File: src/rtl/coll_event_gen.sv
`default_nettype none
// ============================================================================
// Module      : coll_event_gen
// Description : Debounces two raw collision buttons and turns accepted presses
//               into score pulses, lives tracking and PLAY/HIT/OVER game state.
// Revision    : 1.0 - initial release
// ============================================================================
module coll_event_gen #(
    parameter int DEBOUNCE_CYCLES = 4,
    parameter int LOCKOUT_CYCLES  = 8,
    parameter int START_LIVES     = 3
) (
    input  logic       clk,
    input  logic       rst,
    input  logic       goodCollButton,
    input  logic       badCollButton,
    output logic       goodColl,
    output logic       badColl,
    output logic [1:0] lives,
    output logic [1:0] gameState,
    output logic       gameOver
);

    localparam logic [1:0] c_PLAY        = 2'd0;
    localparam logic [1:0] c_HIT         = 2'd1;
    localparam logic [1:0] c_OVER        = 2'd2;
    localparam logic [7:0] c_DEB_LAST    = 8'(DEBOUNCE_CYCLES - 1);
    localparam logic [7:0] c_LOCK_LOAD   = 8'(LOCKOUT_CYCLES - 1);
    localparam logic [1:0] c_START_LIVES = 2'(START_LIVES);

    logic [1:0] w_btn;
    logic [1:0] w_rise;

    // Bit 0 is the good button, bit 1 the bad button.
    assign w_btn = {badCollButton, goodCollButton};

    generate
        for (genvar gi = 0; gi < 2; gi++) begin : g_btn
            logic       r_sync1;
            logic       r_sync2;
            logic       r_deb;
            logic [7:0] r_cnt;
            logic       w_differ;
            logic       w_accept;

            assign w_differ = (r_sync2 != r_deb);
            assign w_accept = w_differ && (r_cnt == c_DEB_LAST);

            always_ff @(posedge clk) begin
                if (rst) begin
                    r_sync1 <= 1'b0;
                    r_sync2 <= 1'b0;
                    r_deb   <= 1'b0;
                    r_cnt   <= 8'd0;
                end else begin
                    r_sync1 <= w_btn[gi];
                    r_sync2 <= r_sync1;
                    if (!w_differ || w_accept) begin
                        r_cnt <= 8'd0;
                    end else begin
                        r_cnt <= r_cnt + 8'd1;
                    end
                    if (w_accept) begin
                        r_deb <= r_sync2;
                    end
                end
            end

            // Candidate fires on the same edge the debounced level rises.
            assign w_rise[gi] = w_accept && r_sync2;
        end
    endgenerate

    logic [1:0] r_state;
    logic [1:0] r_lives;
    logic [7:0] r_lock;
    logic       r_good;
    logic       r_bad;

    always_ff @(posedge clk) begin
        if (rst) begin
            r_state <= c_PLAY;
            r_lives <= c_START_LIVES;
            r_lock  <= 8'd0;
            r_good  <= 1'b0;
            r_bad   <= 1'b0;
        end else begin
            r_good <= 1'b0;
            r_bad  <= 1'b0;
            case (r_state)
                c_PLAY: begin
                    // A bad hit takes priority and swallows a simultaneous good one.
                    if (w_rise[1]) begin
                        r_bad   <= 1'b1;
                        r_lock  <= c_LOCK_LOAD;
                        r_lives <= (r_lives == 2'd0) ? 2'd0 : r_lives - 2'd1;
                        r_state <= (r_lives <= 2'd1) ? c_OVER : c_HIT;
                    end else if (w_rise[0]) begin
                        r_good <= 1'b1;
                    end
                end
                c_HIT: begin
                    if (r_lock == 8'd0) begin
                        r_state <= c_PLAY;
                    end else begin
                        r_lock <= r_lock - 8'd1;
                    end
                end
                c_OVER: begin
                    r_lives <= 2'd0;
                end
                default: begin
                    r_state <= c_PLAY;
                end
            endcase
        end
    end

    assign goodColl  = r_good;
    assign badColl   = r_bad;
    assign lives     = r_lives;
    assign gameState = r_state;
    assign gameOver  = (r_state == c_OVER);

endmodule
`default_nettype wire

File: config.mk
export PLATFORM = sky130hd
export DESIGN_NAME = coll_event_gen
export DESIGN_NICKNAME = d
export VERILOG_FILES = /design/src/rtl/coll_event_gen.sv
export SDC_FILE = /design/constraint.sdc
export NUM_CORES = 1
export LEC_CHECK = 0
export ABC_AREA = 1
export CAP_MARGIN = 5
export CORE_ASPECT_RATIO = 0.5
export CORE_UTILIZATION = 60
export DETAILED_ROUTE_END_ITERATION = 8
export PLACE_DENSITY_LB_ADDON = 0.08
export SYNTH_ARGS = -nofsm -noshare
export SYNTH_HDL_FRONTEND = slang
export SYNTH_SLANG_ARGS = --single-unit
File: constraint.sdc
create_clock -name clk -period 2.9 [get_ports clk]
set_clock_uncertainty 0.05 [all_clocks]
set_input_delay 0.58 -clock clk [delete_from_list [all_inputs] [get_ports clk]]
set_output_delay 0.58 -clock clk [all_outputs]
set_load 0.02 [all_outputs]
==> impl_metrics.yaml, run 1 <==
clock_tree:
  post_cts.repair.setup_buffers: 0
  worst_skew_late_latency_ns: 0.28
  worst_path_clk_slew_ns: 0.07
  clockRootBuffer: "clkbuf_8"
  h-tree-depth: 2
  tritoncts: "yes"
  cts.repair.resized: 0
  holdBufCountCts: 0
  cts_buffers: 5
  clkSinkCount: 36
  max-clock-path-buffers: 2
global_route:
  groute.usage.overall_pct: 22.3
  grt_max_degree: 14
  grt_first_pass_wirelength_mm: 5.17
  antenna_found_initial: 0
  globalRouteOverflowTotal: 0
  first_global_vias: 1244
timing:
  count_of_endpoints_failing_hold_in_the_final_timing_report: 0
  worst-slew-pin-transition_ns: 0.403
  timing.final.setup_violations: 0
  final_max_tran_viols: 0
  tns_ns: 0
  min_period_over_period_pct: 75.7
  fin_crit_ns: 2.19
  rsz0062_at_grt: "false"
  timing.slew.headroom_pct: 73.1
  timing.fmax_mhz: 456
synthesis:
  ys_dominant_reg_cell: "dfxtp_1"
  ys_warn_count: 0
  netlist-cell-type-count: 31
  syn_area_per_cell_um2: 7.14
  syn_nets: 254
  cell_count_after_synthesis: 246
  sequential_fraction_of_the_synthesis_area_pct: 41.1
  synth-edff-count: 0
  synth_async_sr_flop_share_pct: 0
  netlist_area_um2: 1760
  ys_ff_latch: 36
routing:
  detailedRoute.firstIterationViolations: 35
  routed_wl_mm: 3.09
  first_pass_iters: 4
  antenna_violating_nets_left: 0
  drt-vias-per-instance: 4.84
  num_vias: 1448
  avgRoutedWirePerCell_um: 10.3
  remaining_drc_errors: 0
place:
  io_buffer_count: 10
  gpl.final_weighted_congestion: 0.787
  detailed_place_hpwl_mm: 2.16
  placed_cells: 291
critical_path:
  timing_worst_setup_path_type: "register to primary output"
  worstPathBufferInverterCount: 2
  worst-path-max-fanout: 6
  cp_top_family: "buffers and inverters"
  crit_chain: "inv_1, nor2_1, clkdlybuf4s50_1"
  setup.worst_path.start_class: "register"
  setup.worst_path.end_class: "primary output"
  critical_path_arrival_ns: 1.56
  max_incr_delay_on_cp_ns: 0.62
  critical-path-slowest-cell: "clkdlybuf4s50_1"
  worst-endpoint-required_ns: 2.27
finish:
  most-common-layout-cells: "nand2_1, inv_1, nor2_1"
  insertedDiodeCount: 0
  area_delta_synth_final_pct: 12.9
  layout.nets: 269
  post_layout_nonfiller_instances: 299
  drive_gt1_share_pct: 10.7
  mostFrequentLayoutCell: "nand2_1"
floorplanning:
  floorplan.core_area_um2: 2680
  number_of_cell_rows: 13
  initial_util_pct: 65.4
  io_pins: 11
  design.die.area_um2: 3160
  fp.dieW_um: 78.5
  die_h_um: 40.2
min_path:
  hold_class: "register to register"
run:
  cap_violations: 0
power:
  reported_leakage_power_nw: 0.888
  worst_ir_drop_vdd_mv: 0.293
  cellPowerDensity_nw_per_um2: 445
outcome:
  outcome: "finished, final reports clean"
[registers in the layout, indices dropped and copies added, names as in the netlist]
register	flops
g_btn.r_sync1	2
goodColl	1
r_lock	8
g_btn.r_deb	2
badColl	1
lives	2
g_btn.r_cnt	16
gameState	2
g_btn.r_sync2	2
[cell type report]
class | instances | area (um^2)
Clock buffer | 8 | 90.1
Fill cell | 224 | 702
Inverter | 45 | 171
Multi-Input combinational cell | 163 | 853
Sequential cell | 36 | 721
Tap cell | 37 | 46.3
Timing Repair Buffer | 10 | 100
[where the power goes]
| group | leakage, nW | internal, mW | switching (mW) |
|---|---|---|---|
| sequential | 0.291 | 0.498 | 0.00231 |
| clock | 0.0455 | 0.194 | 0.169 |
| combinational | 0.552 | 0.00704 | 0.0112 |
[Yosys cell counts (2+ instances only)]
library cell  instances  area, um^2
nand4_1               3        18.8
nor2_1               39         146
ha_1                  4        50.1
buf_2                 2        10.0
a21oi_1               9        45.0
dfxtp_1              36         721
nor2_4                2        22.5
nand2_1              46         173
nand3_1              25         125
nor2_2                4        25.0
nor3_1                2        10.0
inv_2                 3        11.3
xor2_1                4        35.0
nand2_2               4        25.0
inv_1                41         154
o21ai_0               7        35.0
[metal layers]
layer  vias to the layer above  global-route usage, %  share of wire, %
li1                        793                      -                 -
met1                       638                   27.5                51
met2                        13                   38.8                45
met3                         4                   6.82               3.0
met4                         0                   7.87              0.81
met5                         -                      0                 0
[worst paths after layout]
path	start	end	slack, ns	depth (start not counted)
max	gameState[1]	gameOver	0.71	3
min	g_btn[0].r_sync1	g_btn[0].r_sync2	0.36	2
max reg2reg	r_lock[0]	r_lock[4]	1.38	10
min reg2reg	g_btn[0].r_sync1	g_btn[0].r_sync2	0.36	2
[worst reg2reg max path: cells and delay by family (launching register included)]
| family | cells | cell delay [ns] |
|---|---|---|
| simple gates | 5 | 0.49 |
| flops | 1 | 0.30 |
| buf+inv | 3 | 0.28 |
| fa+ha+maj | 1 | 0.17 |
| compound gates | 1 | 0.16 |
[metrics by stage]
stage	utilization (%)	cell area [um^2]	power, mW	worst slack, ns	hold WS, ns
2_1_floorplan	-	1760	0.523	1.35	0.338
3_3_place_gp	70.5	1890	0.529	0.735	0.345
3_5_place_dp	70.5	1890	0.530	0.647	0.345
4_1_cts	73.8	1980	0.889	0.690	0.357
5_1_grt	73.8	1980	0.913	0.589	0.383
6_report	73.8	1980	0.881	0.705	0.356
[kinds of logic (layout without fill, tap and decap cells)]
| family | after synthesis | after routing | synth area share (%) |
|---|---|---|---|
| flops | 36 | 36 | 41.1 |
| compound gates | 18 | 18 | 5.49 |
| xor+xnor | 5 | 5 | 2.49 |
| buf+inv | 47 | 63 | 10.3 |
| fa+ha+maj | 4 | 4 | 2.85 |
| simple gates | 136 | 136 | 37.8 |
(Power assumes the default switching activity.)
==> run 2, diff against run 1 <==
--- a/config.mk
+++ b/config.mk
@@ -8,7 +8,7 @@
 export ABC_AREA = 1
 export CAP_MARGIN = 5
 export CORE_ASPECT_RATIO = 0.5
-export CORE_UTILIZATION = 60
+export CORE_UTILIZATION = 58
 export DETAILED_ROUTE_END_ITERATION = 8
 export PLACE_DENSITY_LB_ADDON = 0.08
 export SYNTH_ARGS = -nofsm -noshare
==> constraint.sdc (replaced) <==
create_clock -name clk -period 2.3 [get_ports clk]
set_clock_uncertainty 0.05 [all_clocks]
set_input_delay 0.46 -clock clk [delete_from_list [all_inputs] [get_ports clk]]
set_output_delay 0.46 -clock clk [all_outputs]
set_load 0.02 [all_outputs]
==> impl_metrics.yaml, run 2 (synthesized netlist as in run 1, its figures left out) <==
outcome:
  outcome: "finished, final reports clean"
critical_path:
  setup.worst_path.end_class: "primary output"
  critical_path_arrival_ns: 1.57
  reg2reg_depth: 8
  timing_worst_setup_path_type: "register to primary output"
  worst-endpoint-required_ns: 1.79
  critical-path-slowest-cell: "clkdlybuf4s50_1"
  critical_path_depth: 3
  crit_chain: "inv_1, nor2_1, clkdlybuf4s50_1"
  worst-path-max-fanout: 6
  worstPathBufferInverterCount: 2
  cp_top_family: "buffers and inverters"
  setup.worst_path.start_class: "register"
  max_incr_delay_on_cp_ns: 0.62
finish:
  most-common-layout-cells: "nand2_1, inv_1, nor2_1"
  fin_area_um2: 2010
  layout.nets: 270
  drive_gt1_share_pct: 11.4
  max_flop_register: "g_btn.r_cnt"
  post_layout_nonfiller_instances: 300
  insertedDiodeCount: 0
  area_delta_synth_final_pct: 14.3
  largest_register_ff_count: 16
  largestRegisters: "g_btn.r_cnt (16), r_lock (8)"
  mostFrequentLayoutCell: "nand2_1"
timing:
  count_of_endpoints_failing_hold_in_the_final_timing_report: 0
  timing.slew.headroom_pct: 71.5
  fin_crit_ns: 2.08
  hold_ws_ns: 0.353
  timing.final.setup_violations: 0
  tns_ns: 0
  rsz0062_at_grt: "false"
  min_period_over_period_pct: 90.4
  timing.fmax_mhz: 481
  final_max_tran_viols: 0
  worst-slew-pin-transition_ns: 0.427
  finalWorstSetupSlack_ns: 0.221
min_path:
  hold_path_depth: 2
  hold_class: "register to register"
global_route:
  first_global_vias: 1253
  groute.usage.overall_pct: 21.3
  grt_max_degree: 14
  globalRouteOverflowTotal: 0
  antenna_found_initial: 0
  grt_first_pass_wirelength_mm: 4.95
clock_tree:
  clkSinkCount: 36
  max-clock-path-buffers: 2
  tritoncts: "yes"
  clockRootBuffer: "clkbuf_8"
  h-tree-depth: 2
  post_cts.repair.setup_buffers: 0
  worst_skew_late_latency_ns: 0.29
  worst_path_clk_slew_ns: 0.07
  cts.repair.resized: 0
  holdBufCountCts: 0
  cts_buffers: 5
routing:
  num_vias: 1436
  first_pass_iters: 4
  avgRoutedWirePerCell_um: 10.3
  routed_wl_mm: 3.08
  antenna_violating_nets_left: 0
  remaining_drc_errors: 0
  drt-vias-per-instance: 4.79
  detailedRoute.firstIterationViolations: 33
floorplanning:
  initial_util_pct: 64.2
  io_pins: 11
  floorplan.core_area_um2: 2730
  die_h_um: 40.9
  design.die.area_um2: 3260
  number_of_cell_rows: 13
  fp.dieW_um: 79.8
place:
  gpl.final_weighted_congestion: 0.801
  io_buffer_count: 10
  placed_cells: 292
  detailed_place_hpwl_mm: 2.18
  post_dp_cell_area_um2: 1900
  detailedPlace.worstSlack_ns: 0.399
power:
  power.share.switching_pct: 19.9
  cellPowerDensity_nw_per_um2: 596
  p_seq_share_pct: 52.7
  share_clk_of_total_power_pct: 45.3
  p_sw_mw: 0.238
  share_comb_of_total_power_pct: 2.1
  power.internal_mw: 0.959
  reported_leakage_power_nw: 0.903
  worst_ir_drop_vdd_mv: 0.382
run:
  cap_violations: 0
[run 2: cell count changes in the layout (fill, tap and decap cells not counted)]
cell and delta:
buf_4 +1, clkbuf_8 -1, clkinv_2 +1, clkbuf_1 -1, bufinv_16 +1
[run 2: power groups by stage]
| stage | registers (mW) | clock network, mW | logic (mW) |
|---|---|---|---|
| global placement | 0.644 | 0 | 0.0241 |
| global route | 0.630 | 0.578 | 0.0285 |
| detailed placement | 0.645 | 0 | 0.0248 |
| CTS | 0.630 | 0.551 | 0.0249 |
| floorplan | 0.644 | 0 | 0.0159 |
| finish | 0.630 | 0.542 | 0.0246 |
[run 2: per-layer routing]
metal | global-route usage [%] | part of all wire [%] | vias up
met3 | 7.33 | 2.5 | 5
li1 | - | - | 792
met5 | 0 | 0 | -
met1 | 23.6 | 51 | 630
met4 | 9.38 | 0.97 | 0
met2 | 39.3 | 45 | 9
[run 2: stage by stage]
step	power [mW]	utilization, %
after global routing	1.24	73.4
after CTS	1.21	73.4
after floorplan	0.660	-
final	1.20	73.4
after detailed placement	0.669	69.5
after global placement	0.668	69.5
[run 2: area by class of cell]
cell class              count  area, um^2
repair buffers             11         108
clock inverters             2        35.0
well taps                  37        46.3
inverters                  45         171
multi-input cells         163         853
clock buffers               6        72.6
fillers                   225         726
flip-flops and latches     36         721
[run 2: worst reg2reg max path, stage by stage, from the launching register on]
cell and delay [ns]:
dfxtp_1 0.38, ha_1 0.22, nand2_2 0.09, nor2_4 0.17, nand3_4 0.16, nand2_1 0.11
inv_1 0.05, nand2_1 0.05, nand3_1 0.07
[run 2: worst paths after layout]
kind                     start                to  slack (ns)
min           g_btn[1].r_sync1  g_btn[1].r_sync2        0.35
max reg2reg  g_btn[1].r_cnt[0]          lives[0]        0.82
max               gameState[1]          gameOver        0.22
min reg2reg   g_btn[1].r_sync1  g_btn[1].r_sync2        0.35
